==> src/rtl/exec_pkg.sv <==
// Shared definitions for the execute/write-back stage.
//   - opcode encodings (4'hB..4'hF are undefined and raise ILLEGAL)
//   - controller state encoding
//   - bit positions inside the {Z,N,C,V} flag word
package exec_pkg;

  localparam logic [3:0] OP_MOV = 4'h0;
  localparam logic [3:0] OP_ADD = 4'h1;
  localparam logic [3:0] OP_SUB = 4'h2;
  localparam logic [3:0] OP_AND = 4'h3;
  localparam logic [3:0] OP_OR  = 4'h4;
  localparam logic [3:0] OP_XOR = 4'h5;
  localparam logic [3:0] OP_NOT = 4'h6;
  localparam logic [3:0] OP_SHL = 4'h7;
  localparam logic [3:0] OP_SHR = 4'h8;
  localparam logic [3:0] OP_MUL = 4'h9;
  localparam logic [3:0] OP_CMP = 4'hA;

  typedef enum logic [1:0] {
    ST_IDLE = 2'd0,
    ST_EXEC = 2'd1,
    ST_MUL  = 2'd2,
    ST_WB   = 2'd3
  } state_e;

  localparam int FLAG_Z = 3;
  localparam int FLAG_N = 2;
  localparam int FLAG_C = 1;
  localparam int FLAG_V = 0;

  // Defined opcodes occupy a contiguous range starting at zero.
  function automatic logic is_legal(input logic [3:0] op);
    return op <= OP_CMP;
  endfunction

endpackage

==> src/rtl/exec_if.sv <==
// Operand/result bundle between the controller and exec_unit.
//   master (controller): drives start, opcode, src, dest
//   slave  (exec_unit) : drives result, wr, busy, done, flags, illegal
// result/wr are the write-back pair feeding register_file DATA_IN/WR.
interface exec_if #(
  parameter int WIDTH = 16
);
  logic             start;
  logic [3:0]       opcode;
  logic [WIDTH-1:0] src;
  logic [WIDTH-1:0] dest;
  logic [WIDTH-1:0] result;
  logic             wr;
  logic             busy;
  logic             done;
  logic [3:0]       flags;
  logic             illegal;

  modport master (
    output start, opcode, src, dest,
    input  result, wr, busy, done, flags, illegal
  );

  modport slave (
    input  start, opcode, src, dest,
    output result, wr, busy, done, flags, illegal
  );
endinterface

==> src/rtl/shift_add_mul.sv <==
// Iterative shift-add multiplier, one partial product per clock.
//   clk, rst_n    : clock, asynchronous active-low reset
//   start         : one-cycle load pulse; clears the accumulator and
//                   loads multiplier/multiplicand, runs WIDTH steps
//   multiplier    : shifted right, bit0 selects the add
//   multiplicand  : shifted left into a 2*WIDTH-bit register
//   done          : high during the final step's cycle
//   product       : accumulator value after the current step; equals
//                   the full 2*WIDTH-bit product while done is high, so
//                   the caller can register it on the same edge
module shift_add_mul #(
  parameter int WIDTH = 16
) (
  input  logic               clk,
  input  logic               rst_n,
  input  logic               start,
  input  logic [WIDTH-1:0]   multiplier,
  input  logic [WIDTH-1:0]   multiplicand,
  output logic               done,
  output logic [2*WIDTH-1:0] product
);

  localparam int CNT_W = $clog2(WIDTH + 1);

  logic [2*WIDTH-1:0] acc;
  logic [2*WIDTH-1:0] mcand;
  logic [WIDTH-1:0]   mplier;
  logic [CNT_W-1:0]   count;
  logic               running;

  assign product = mplier[0] ? acc + mcand : acc;
  assign done    = running && (count == CNT_W'(1));

  // NOTE: sequential state uses non-blocking assignments so every register
  // samples pre-edge values; blocking here would chain the shifts in one cycle.
  always_ff @(posedge clk or negedge rst_n) begin
    if (!rst_n) begin
      acc     <= '0;
      mcand   <= '0;
      mplier  <= '0;
      count   <= '0;
      running <= 1'b0;
    end else if (start) begin
      acc     <= '0;
      mcand   <= {{WIDTH{1'b0}}, multiplicand};
      mplier  <= multiplier;
      count   <= CNT_W'(WIDTH);
      running <= 1'b1;
    end else if (running) begin
      acc    <= product;
      mcand  <= mcand << 1;
      mplier <= mplier >> 1;
      count  <= count - CNT_W'(1);
      if (count == CNT_W'(1)) running <= 1'b0;
    end
  end

endmodule

==> src/rtl/exec_unit.sv <==
// Multi-cycle execute/write-back stage.
//   clk, rst_n : clock, asynchronous active-low reset
//   bus        : exec_if slave port
//     start/opcode/src/dest : request, sampled only in IDLE
//     result/wr             : write-back to register_file DATA_IN/WR
//     busy                  : high outside IDLE
//     done/illegal          : one-cycle pulses in WB
//     flags                 : registered {Z,N,C,V}
// ALU ops take IDLE->EXEC->WB; MUL takes IDLE->EXEC->MUL(xWIDTH)->WB.
module exec_unit
  import exec_pkg::*;
#(
  parameter int WIDTH = 16
) (
  input logic  clk,
  input logic  rst_n,
  exec_if.slave bus
);

  state_e           state;
  logic [3:0]       op_q;
  logic [WIDTH-1:0] src_q;
  logic [WIDTH-1:0] dest_q;
  logic [WIDTH-1:0] result_q;
  logic [3:0]       flags_q;
  logic             wr_q;
  logic             done_q;
  logic             illegal_q;
  logic             busy_q;

  logic [WIDTH-1:0]   alu_res;
  logic               alu_c;
  logic               alu_v;
  logic [3:0]         alu_flags;
  logic               mul_start;
  logic               mul_done;
  logic [2*WIDTH-1:0] mul_product;
  logic [3:0]         mul_flags;

  assign bus.result  = result_q;
  assign bus.flags   = flags_q;
  assign bus.wr      = wr_q;
  assign bus.done    = done_q;
  assign bus.illegal = illegal_q;
  assign bus.busy    = busy_q;

  // NOTE: every always_comb output gets a default before the case so that
  // undefined opcodes cannot leave a path that infers a latch.
  always_comb begin
    alu_res = '0;
    alu_c   = 1'b0;
    alu_v   = 1'b0;
    case (op_q)
      OP_MOV: alu_res = src_q;
      OP_ADD: begin
        {alu_c, alu_res} = {1'b0, dest_q} + {1'b0, src_q};
        alu_v = (dest_q[WIDTH-1] == src_q[WIDTH-1]) &&
                (alu_res[WIDTH-1] != dest_q[WIDTH-1]);
      end
      OP_SUB, OP_CMP: begin
        // Bit WIDTH of the widened difference is the borrow.
        {alu_c, alu_res} = {1'b0, dest_q} - {1'b0, src_q};
        alu_v = (dest_q[WIDTH-1] != src_q[WIDTH-1]) &&
                (alu_res[WIDTH-1] != dest_q[WIDTH-1]);
      end
      OP_AND: alu_res = dest_q & src_q;
      OP_OR:  alu_res = dest_q | src_q;
      OP_XOR: alu_res = dest_q ^ src_q;
      OP_NOT: alu_res = ~dest_q;
      OP_SHL: begin
        alu_res = {dest_q[WIDTH-2:0], 1'b0};
        alu_c   = dest_q[WIDTH-1];
      end
      OP_SHR: begin
        alu_res = {1'b0, dest_q[WIDTH-1:1]};
        alu_c   = dest_q[0];
      end
      default: ;
    endcase
  end

  always_comb begin
    alu_flags         = '0;
    alu_flags[FLAG_Z] = (alu_res == '0);
    alu_flags[FLAG_N] = alu_res[WIDTH-1];
    alu_flags[FLAG_C] = alu_c;
    alu_flags[FLAG_V] = alu_v;
  end

  always_comb begin
    mul_flags         = '0;
    mul_flags[FLAG_Z] = (mul_product[WIDTH-1:0] == '0);
    mul_flags[FLAG_N] = mul_product[WIDTH-1];
    mul_flags[FLAG_C] = |mul_product[2*WIDTH-1:WIDTH];
  end

  // Multiplier from SRC, multiplicand from DEST, loaded during EXEC.
  assign mul_start = (state == ST_EXEC) && (op_q == OP_MUL);

  shift_add_mul #(.WIDTH(WIDTH)) u_mul (
    .clk          (clk),
    .rst_n        (rst_n),
    .start        (mul_start),
    .multiplier   (src_q),
    .multiplicand (dest_q),
    .done         (mul_done),
    .product      (mul_product)
  );

  // NOTE: only control and datapath registers live here, so all of them take
  // the async reset; an aborted operation can never reach WB and strobe WR.
  always_ff @(posedge clk or negedge rst_n) begin
    if (!rst_n) begin
      state     <= ST_IDLE;
      op_q      <= '0;
      src_q     <= '0;
      dest_q    <= '0;
      result_q  <= '0;
      flags_q   <= '0;
      wr_q      <= 1'b0;
      done_q    <= 1'b0;
      illegal_q <= 1'b0;
      busy_q    <= 1'b0;
    end else begin
      // Strobes are single-cycle: cleared unless re-asserted on WB entry.
      wr_q      <= 1'b0;
      done_q    <= 1'b0;
      illegal_q <= 1'b0;
      case (state)
        ST_IDLE: begin
          if (bus.start) begin
            op_q   <= bus.opcode;
            src_q  <= bus.src;
            dest_q <= bus.dest;
            busy_q <= 1'b1;
            state  <= ST_EXEC;
          end
        end
        ST_EXEC: begin
          if (op_q == OP_MUL) begin
            state <= ST_MUL;
          end else begin
            state  <= ST_WB;
            done_q <= 1'b1;
            if (!is_legal(op_q)) begin
              illegal_q <= 1'b1;
            end else begin
              flags_q <= alu_flags;
              if (op_q != OP_CMP) begin
                result_q <= alu_res;
                wr_q     <= 1'b1;
              end
            end
          end
        end
        ST_MUL: begin
          if (mul_done) begin
            state    <= ST_WB;
            done_q   <= 1'b1;
            wr_q     <= 1'b1;
            result_q <= mul_product[WIDTH-1:0];
            flags_q  <= mul_flags;
          end
        end
        ST_WB: begin
          busy_q <= 1'b0;
          state  <= ST_IDLE;
        end
        default: state <= ST_IDLE;
      endcase
    end
  end

endmodule

==> src/flat_wrapper.sv <==
// flat-port wrapper written by rule: the top's interface ports become plain ports
module exec_unit_flat import exec_pkg::*;
#(
  parameter int WIDTH = 16
)
  (clk, rst_n, bus_start, bus_opcode, bus_src, bus_dest, bus_result, bus_wr, bus_busy, bus_done, bus_flags, bus_illegal);
  exec_if #(.WIDTH(WIDTH)) bus_i ();
  input logic clk;
  input logic rst_n;
  input wire logic [$bits(bus_i.start)-1:0] bus_start;
  input wire logic [$bits(bus_i.opcode)-1:0] bus_opcode;
  input wire logic [$bits(bus_i.src)-1:0] bus_src;
  input wire logic [$bits(bus_i.dest)-1:0] bus_dest;
  output wire logic [$bits(bus_i.result)-1:0] bus_result;
  output wire logic [$bits(bus_i.wr)-1:0] bus_wr;
  output wire logic [$bits(bus_i.busy)-1:0] bus_busy;
  output wire logic [$bits(bus_i.done)-1:0] bus_done;
  output wire logic [$bits(bus_i.flags)-1:0] bus_flags;
  output wire logic [$bits(bus_i.illegal)-1:0] bus_illegal;
  assign bus_i.start = bus_start;
  assign bus_i.opcode = bus_opcode;
  assign bus_i.src = bus_src;
  assign bus_i.dest = bus_dest;
  assign bus_result = bus_i.result;
  assign bus_wr = bus_i.wr;
  assign bus_busy = bus_i.busy;
  assign bus_done = bus_i.done;
  assign bus_flags = bus_i.flags;
  assign bus_illegal = bus_i.illegal;
  exec_unit #(.WIDTH(WIDTH)) u_core (.clk(clk), .rst_n(rst_n), .bus(bus_i));
endmodule
==> config.mk <==
export PLATFORM = sky130hd
export DESIGN_NAME = exec_unit_flat
export DESIGN_NICKNAME = d
export VERILOG_FILES = /design/src/rtl/exec_pkg.sv /design/src/rtl/exec_if.sv /design/src/rtl/shift_add_mul.sv /design/src/rtl/exec_unit.sv /design/src/flat_wrapper.sv
export SDC_FILE = /design/constraint.sdc
export NUM_CORES = 1
export LEC_CHECK = 0
export ABC_AREA = 1
export CORE_MARGIN = 3
export CORE_UTILIZATION = 30
export DETAILED_ROUTE_END_ITERATION = 6
export PLACE_DENSITY = 0.43
export SLEW_MARGIN = 20
export SYNTH_ARGS = -nofsm -noshare
export SYNTH_HDL_FRONTEND = slang
export SYNTH_SLANG_ARGS = --single-unit
==> constraint.sdc <==
create_clock -name clk -period 3.1 [get_ports clk]
set_clock_uncertainty 0.2 [all_clocks]
set_input_delay 0.93 -clock clk [delete_from_list [all_inputs] [get_ports clk]]
set_output_delay 0.93 -clock clk [all_outputs]
set_load 0.01 [all_outputs]
* Word-level counts from Yosys, hierarchy flattened
Cells that the tools add are included.
** Word-level totals
- Register bits :: 148
- Input port bits :: 39
- Output and inout port bits :: 24
- Logic and storage cells :: 106
** Operators by class
- $add $sub $neg :: 4
- Order comparisons :: 1
- Eq/ne operators :: 24
- Muxes and demuxes :: 40
- Bitwise logic cells :: 4
- Reduce and logical (&&, ||, !) cells :: 18
** Operators with widths (number)
- 32-bit 2-to-1 mux :: 5
- 16-bit case mux with 9 select lines :: 1
- 16-bit 2-to-1 mux :: 6
- 32-bit adder :: 1
- 16-bit logical NOT :: 2
- 16-bit case mux with 2 select lines :: 1
- 16-bit by 16-bit adder with 17-bit output :: 1
- 16-bit by 16-bit subtractor with 17-bit output :: 1
- 16-bit AND :: 1
- 4-bit by 3-bit equality test with 1-bit output, second input constant :: 4
- 16-bit NOT :: 1
- 16-bit OR :: 1
- 16-bit OR reduction :: 1
- 16-bit bitwise XOR :: 1
- 1-bit 2-to-1 mux :: 13
- 4-bit equality test, second input constant :: 3
- 4-bit 2-to-1 mux :: 3
- 5-bit 2-to-1 mux :: 2
- 4-bit by 2-bit equality test with 1-bit output, second input constant :: 2
- 2-bit != test, second input constant :: 4
- 1-bit case mux with 2 select lines :: 4
- 2-bit case mux with 4 select lines :: 1
- 4-bit case mux with 2 select lines :: 1
- 2-bit AND reduction :: 3
- other kinds (19) :: 28

* Logic depth before layout (Yosys ltp)
- Depth after elaboration :: 7
- Depth in mapped cells :: 19
- Depth with buffers taken out :: 19

* Cells and area by module
Synthesis repeated with hierarchy kept, for this count alone.
** Second synthesis, totals
- Cell total of the unflattened synthesis :: 1894
- Area total of the unflattened synthesis :: 12274.3 um2
** Modules (own cells, without submodules)
- shift_add_mul :: instances 1, cells each 957, area an instance 6388.6 um2, sequential area each 2152.1 um2
- exec_unit :: instances 1, cells each 937, area an instance 5885.6 um2, sequential area each 1551.5 um2

* Worst setup path before layout
Ideal clock, no wire load.
- Path kind :: reg-to-reg
- From :: register u_core.dest_q[0]
- To :: register u_core.flags_q[3] (netlist: u_core.bus.flags[3])
- Library setup time :: 0.073 ns
- Arrival time :: 2.235 ns
- Data required time :: 2.827 ns
- Setup slack :: 0.592 ns
- Stages on the path, launching flop included :: 17
- Path buffers :: 0
- Clock period less this slack :: 2.508 ns
- Path through :: dfrtp_1 -> inv_1 -> ha_1 -> inv_1 -> fa_1 -> or2_0 -> nand3_1 -> nand2_1 -> nor2_1 -> nand3_1 -> nor2_1 -> nand3_1 -> nor2_1 -> nand3_1 -> nor2_1 -> nand2_1 -> a21oi_2
** On the way
- Word-level cells in the longest chain between the ends :: 6
- Elaborated cells on any way between the ends :: 11
- Those cells by class :: 2 x add/sub; 4 x mux; 4 x bitwise; 1 x reduce/logical
** RTL lines
- from (decl) :: RTL line exec_unit.sv:23 : logic [WIDTH-1:0] dest_q;
- from (signal assigned) :: RTL line exec_unit.sv:134 : dest_q <= bus.dest;
- 16-bit by 16-bit subtractor with 17-bit output, or another cell as far along :: RTL line exec_unit.sv:62 : {alu_c, alu_res} = {1'b0, dest_q} - {1'b0, src_q};
- 16-bit case mux with 9 select lines * :: RTL line exec_unit.sv:53 : case (op_q)
- 16-bit logical NOT * :: RTL line exec_unit.sv:84 : alu_flags[FLAG_Z] = (alu_res == '0);
- 4-bit 2-to-1 mux * :: RTL line exec_unit.sv:145 : if (!is_legal(op_q)) begin
- 4-bit 2-to-1 mux * :: RTL line exec_unit.sv:140 : if (op_q == OP_MUL) begin
- 4-bit case mux with 2 select lines * :: RTL line exec_unit.sv:129 : case (state)
- to (signal assigned) :: RTL line exec_unit.sv:148 : flags_q <= alu_flags;
- to (signal assigned) :: RTL line exec_unit.sv:162 : flags_q <= mul_flags;
- to (decl) :: RTL line exec_unit.sv:25 : logic [3:0] flags_q;
Every way passes the cells marked *; elsewhere a longest branch is shown, timed or not. The select of a mux whose other input is x is not followed.
A chain may end at the register's enable or synchronous reset.

* Final worst setup path
- From :: register u_core.u_mul.acc[0]
- To :: register u_core.flags_q[3] (netlist: u_core.bus.flags[3])
** On the way
- Word-level cells in the longest chain between the ends :: 5
** RTL lines
- from (decl) :: RTL line shift_add_mul.sv:25 : logic [2*WIDTH-1:0] acc;
- from (signal assigned) :: RTL line shift_add_mul.sv:50 : acc <= product;
- 32-bit adder :: RTL line shift_add_mul.sv:31 : assign product = mplier[0] ? acc + mcand : acc;
- 32-bit 2-to-1 mux * :: RTL line shift_add_mul.sv:31
- 16-bit logical NOT * :: RTL line exec_unit.sv:92 : mul_flags[FLAG_Z] = (mul_product[WIDTH-1:0] == '0);
- 4-bit 2-to-1 mux * :: RTL line exec_unit.sv:157 : if (mul_done) begin
- 4-bit case mux with 2 select lines * :: RTL line exec_unit.sv:129
Marked as above.

==> out/qor.yml <==
drt_wl_total_um: 47100
worstSetupStartpointType: "flip-flop"
synth-main-ff-cell: "dfrtp_1"
max_slew_margin_pct: 37.8
arrival_ps: 3100
critical_path_required_ps: 3300
grt_max_degree: 67
synth_cells: 1830
internal_power_mw: 7.44
min_period_ps: 2910
fin_setup_tns_ps: 0
fmax_mhz: 344
setup.worst_path.end: "u_core.bus.flags[3]"
grt_pass1_wl_um: 71800
hold_class: "primary input to asynchronous set/reset pin"
rrSetupSlack_ps: 190
critPathMaxFanout: 4
pwr-share-seq_pct: 21.0
ys_async_sr_fraction_pct: 100
hold_buffers: 0
cellLeakagePower_nw: 7.37
worstMarginPinSlew_ps: 933
area_growth_pct: 19.3
switching_share_pct: 52.9
fin_nets: 2067
path_clk_slew_ps: 80
dieArea_um2: 42100
ios: 63
synth_cell_types: 47
gr-total-overflow: 0
p_switching_mw: 8.36
critPathKind: "flip-flop to flip-flop"
grt_pass1_vias: 11900
finalSetupViolations: 0
syn_area_um2: 11900
clockBufferDepth: 2
yosysWarnings: 0
num_rows: 72
drtPass1Iterations: 5
endpoint_kind: "flip-flop"
place_congestion: 0.896
core_um2: 38900
avgRoutedWirePerCell_um: 19.1
cts_root_buffer: "clkbuf_16"
status: "finished, final reports clean"
cap_violations: 0
cts_tree: "built"
ys_ff_latch: 148
yosysSeqAreaShare_pct: 31.1
syn_avg_cell_area_um2: 6.50
startpoint: "u_core.u_mul.acc[0]"
antenna_found_initial: 0
h-tree-depth: 4
clk_latency_ps: 460
vias: 12000
synthesis.nets: 1962
layout_commonest_cell: "nand2_1"
die-height_um: 205
die_x_um: 205
ant_nets: 0
clkPwrFrac_pct: 14.7
drtIter0Drc: 730
cts_sinks: 148
rsz0062_at_grt: "no"
min_period_over_period_pct: 93.8
synth_edf_count: 0
start_util_pct: 30.6
r2r-start: "u_core.u_mul.acc[0]"
finalMaxSlewViolations: 0
antenna_cells: 0
drcViolationCount: 0
peakVddDrop_v: 0.000512
numCtsBuffers: 17
layout_common_cells: "623 x nand2_1, 269 x inv_1, 164 x nor2_1"
hpwl_um: 37000
drive_above_1_share_pct: 7.65
ff2ff_path_depth: 15
reg2reg_to: "u_core.bus.flags[3]"
post-route-util_pct: 36.5
p_per_area_nw_per_um2: 1110
grtUsageTotal_pct: 22.7
hold_violations: 0
io_buffers: 62
comb_power_share_pct: 64.3
via_per_inst: 4.87
fin_hold_ws_ps: 209
==> timing repair <==
item,4_1_cts,5_1_grt
resized for setup,0,7
buffers inserted,0,0
setup endpoints to repair,0,3
==> layout make-up <==
type                    instances  area, µm²
clock buffers                  19        453
clock inverters                13        173
fillers                      4311      24700
inverters                     281       1060
multi-input cells            1346       6880
flip-flops and latches        148       3700
well taps                     518        648
repair buffers                141       1280
==> critical path, cell delays in order, from the launching register on <==
cell and delay, ps:
dfrtp_1 400, ha_2 240, fa_2 440, nand2_1 90, inv_1 40, nand2_1 60
nand2_1 80, nand2_1 60, nand2_1 130, xnor2_1 160, nand2_1 50, o21ai_0 200
nand3_1 270, nor2_1 170, a21oi_1 100, a21oi_2 130
==> state kept, by name, indices dropped and copies added, names as in the netlist <==
name                  flops
u_core.bus.done           1
u_core.bus.busy           1
u_core.state              2
u_core.bus.flags          4
u_core.u_mul.acc         32
u_core.bus.illegal        1
u_core.u_mul.mcand       32
u_core.u_mul.mplier      16
u_core.src_q             16
u_core.dest_q            16
u_core.op_q               4
u_core.u_mul.count        5
u_core.u_mul.running      1
u_core.bus.result        16
u_core.bus.wr             1
==> worst min path at each step <==
stage / slack (ps) / end
2_1_floorplan: 260 / u_core.u_mul.mplier[10]
3_3_place_gp: 270 / u_core.bus.result[9]
3_5_place_dp: 270 / u_core.bus.result[9]
4_1_cts: 220 / u_core.u_mul.acc[21]
5_1_grt: 230 / u_core.u_mul.mcand[25]
6_report: 210 / u_core.u_mul.mcand[24]
==> synth_stat cells (all sizes together), types with 2 or more instances <==
library cell / number / share of area, %
o21bai: 4 / 0.25
clkinv: 2 / 0.074
a22o: 15 / 1.1
buf: 31 / 1.6
nand4: 14 / 0.74
o2111ai: 4 / 0.29
or2: 4 / 0.21
o221ai: 17 / 1.3
o21ai: 109 / 4.6
nand3: 130 / 5.5
o22a: 2 / 0.15
a21oi: 56 / 2.4
dfrtp: 148 / 31
nand2: 629 / 20
a21o: 2 / 0.13
o211ai: 18 / 1.1
nand3b: 5 / 0.32
nor3: 26 / 1.3
o22ai: 34 / 1.8
xor2: 6 / 0.44
clkbuf: 24 / 0.76
ha: 90 / 9.5
fa: 3 / 0.50
inv: 279 / 8.8
nor2: 171 / 5.6
==> layer usage <==
layer | global-route usage [%] | vias to the layer above | part of all wire [%]
met3 | 2.83 | 59 | 3.9
met1 | 31.2 | 5662 | 47
li1 | - | 6043 | -
met4 | 6.08 | 0 | 2.1
met5 | 0 | - | 0
met2 | 37.7 | 255 | 47
==> cells by family after synthesis <==
logic type	synth area share [%]
XOR/XNOR	0.515
buffers and inverters	11.2
AO/OA/AOI/OAI	13.5
flip-flops	31.1
AND/OR/NAND/NOR	33.7
adder cells (fa/ha/maj)	9.97
==> stage by stage <==
stage          setup slack, ps  cells  total power, mW  instance area (µm²)
6_report                   191   2466             15.8                14200
5_1_grt                  0.622   2466             17.1                14200
4_1_cts                   59.7   2466             15.9                14200
3_5_place_dp              94.3   2434             13.5                13500
3_3_place_gp              66.6   2434             13.5                13500
2_1_floorplan              592   1830             9.23                11900
==> power by group through the flow <==
stage / Clock, mW / Combinational, mW / Sequential [mW]
2_1_floorplan: 0 / 6.07 / 3.16
5_1_grt: 2.43 / 11.3 / 3.41
3_3_place_gp: 0 / 10.2 / 3.34
3_5_place_dp: 0 / 10.1 / 3.35
6_report: 2.32 / 10.2 / 3.32
4_1_cts: 2.36 / 10.2 / 3.32
Power figures use the tool's default switching activity.
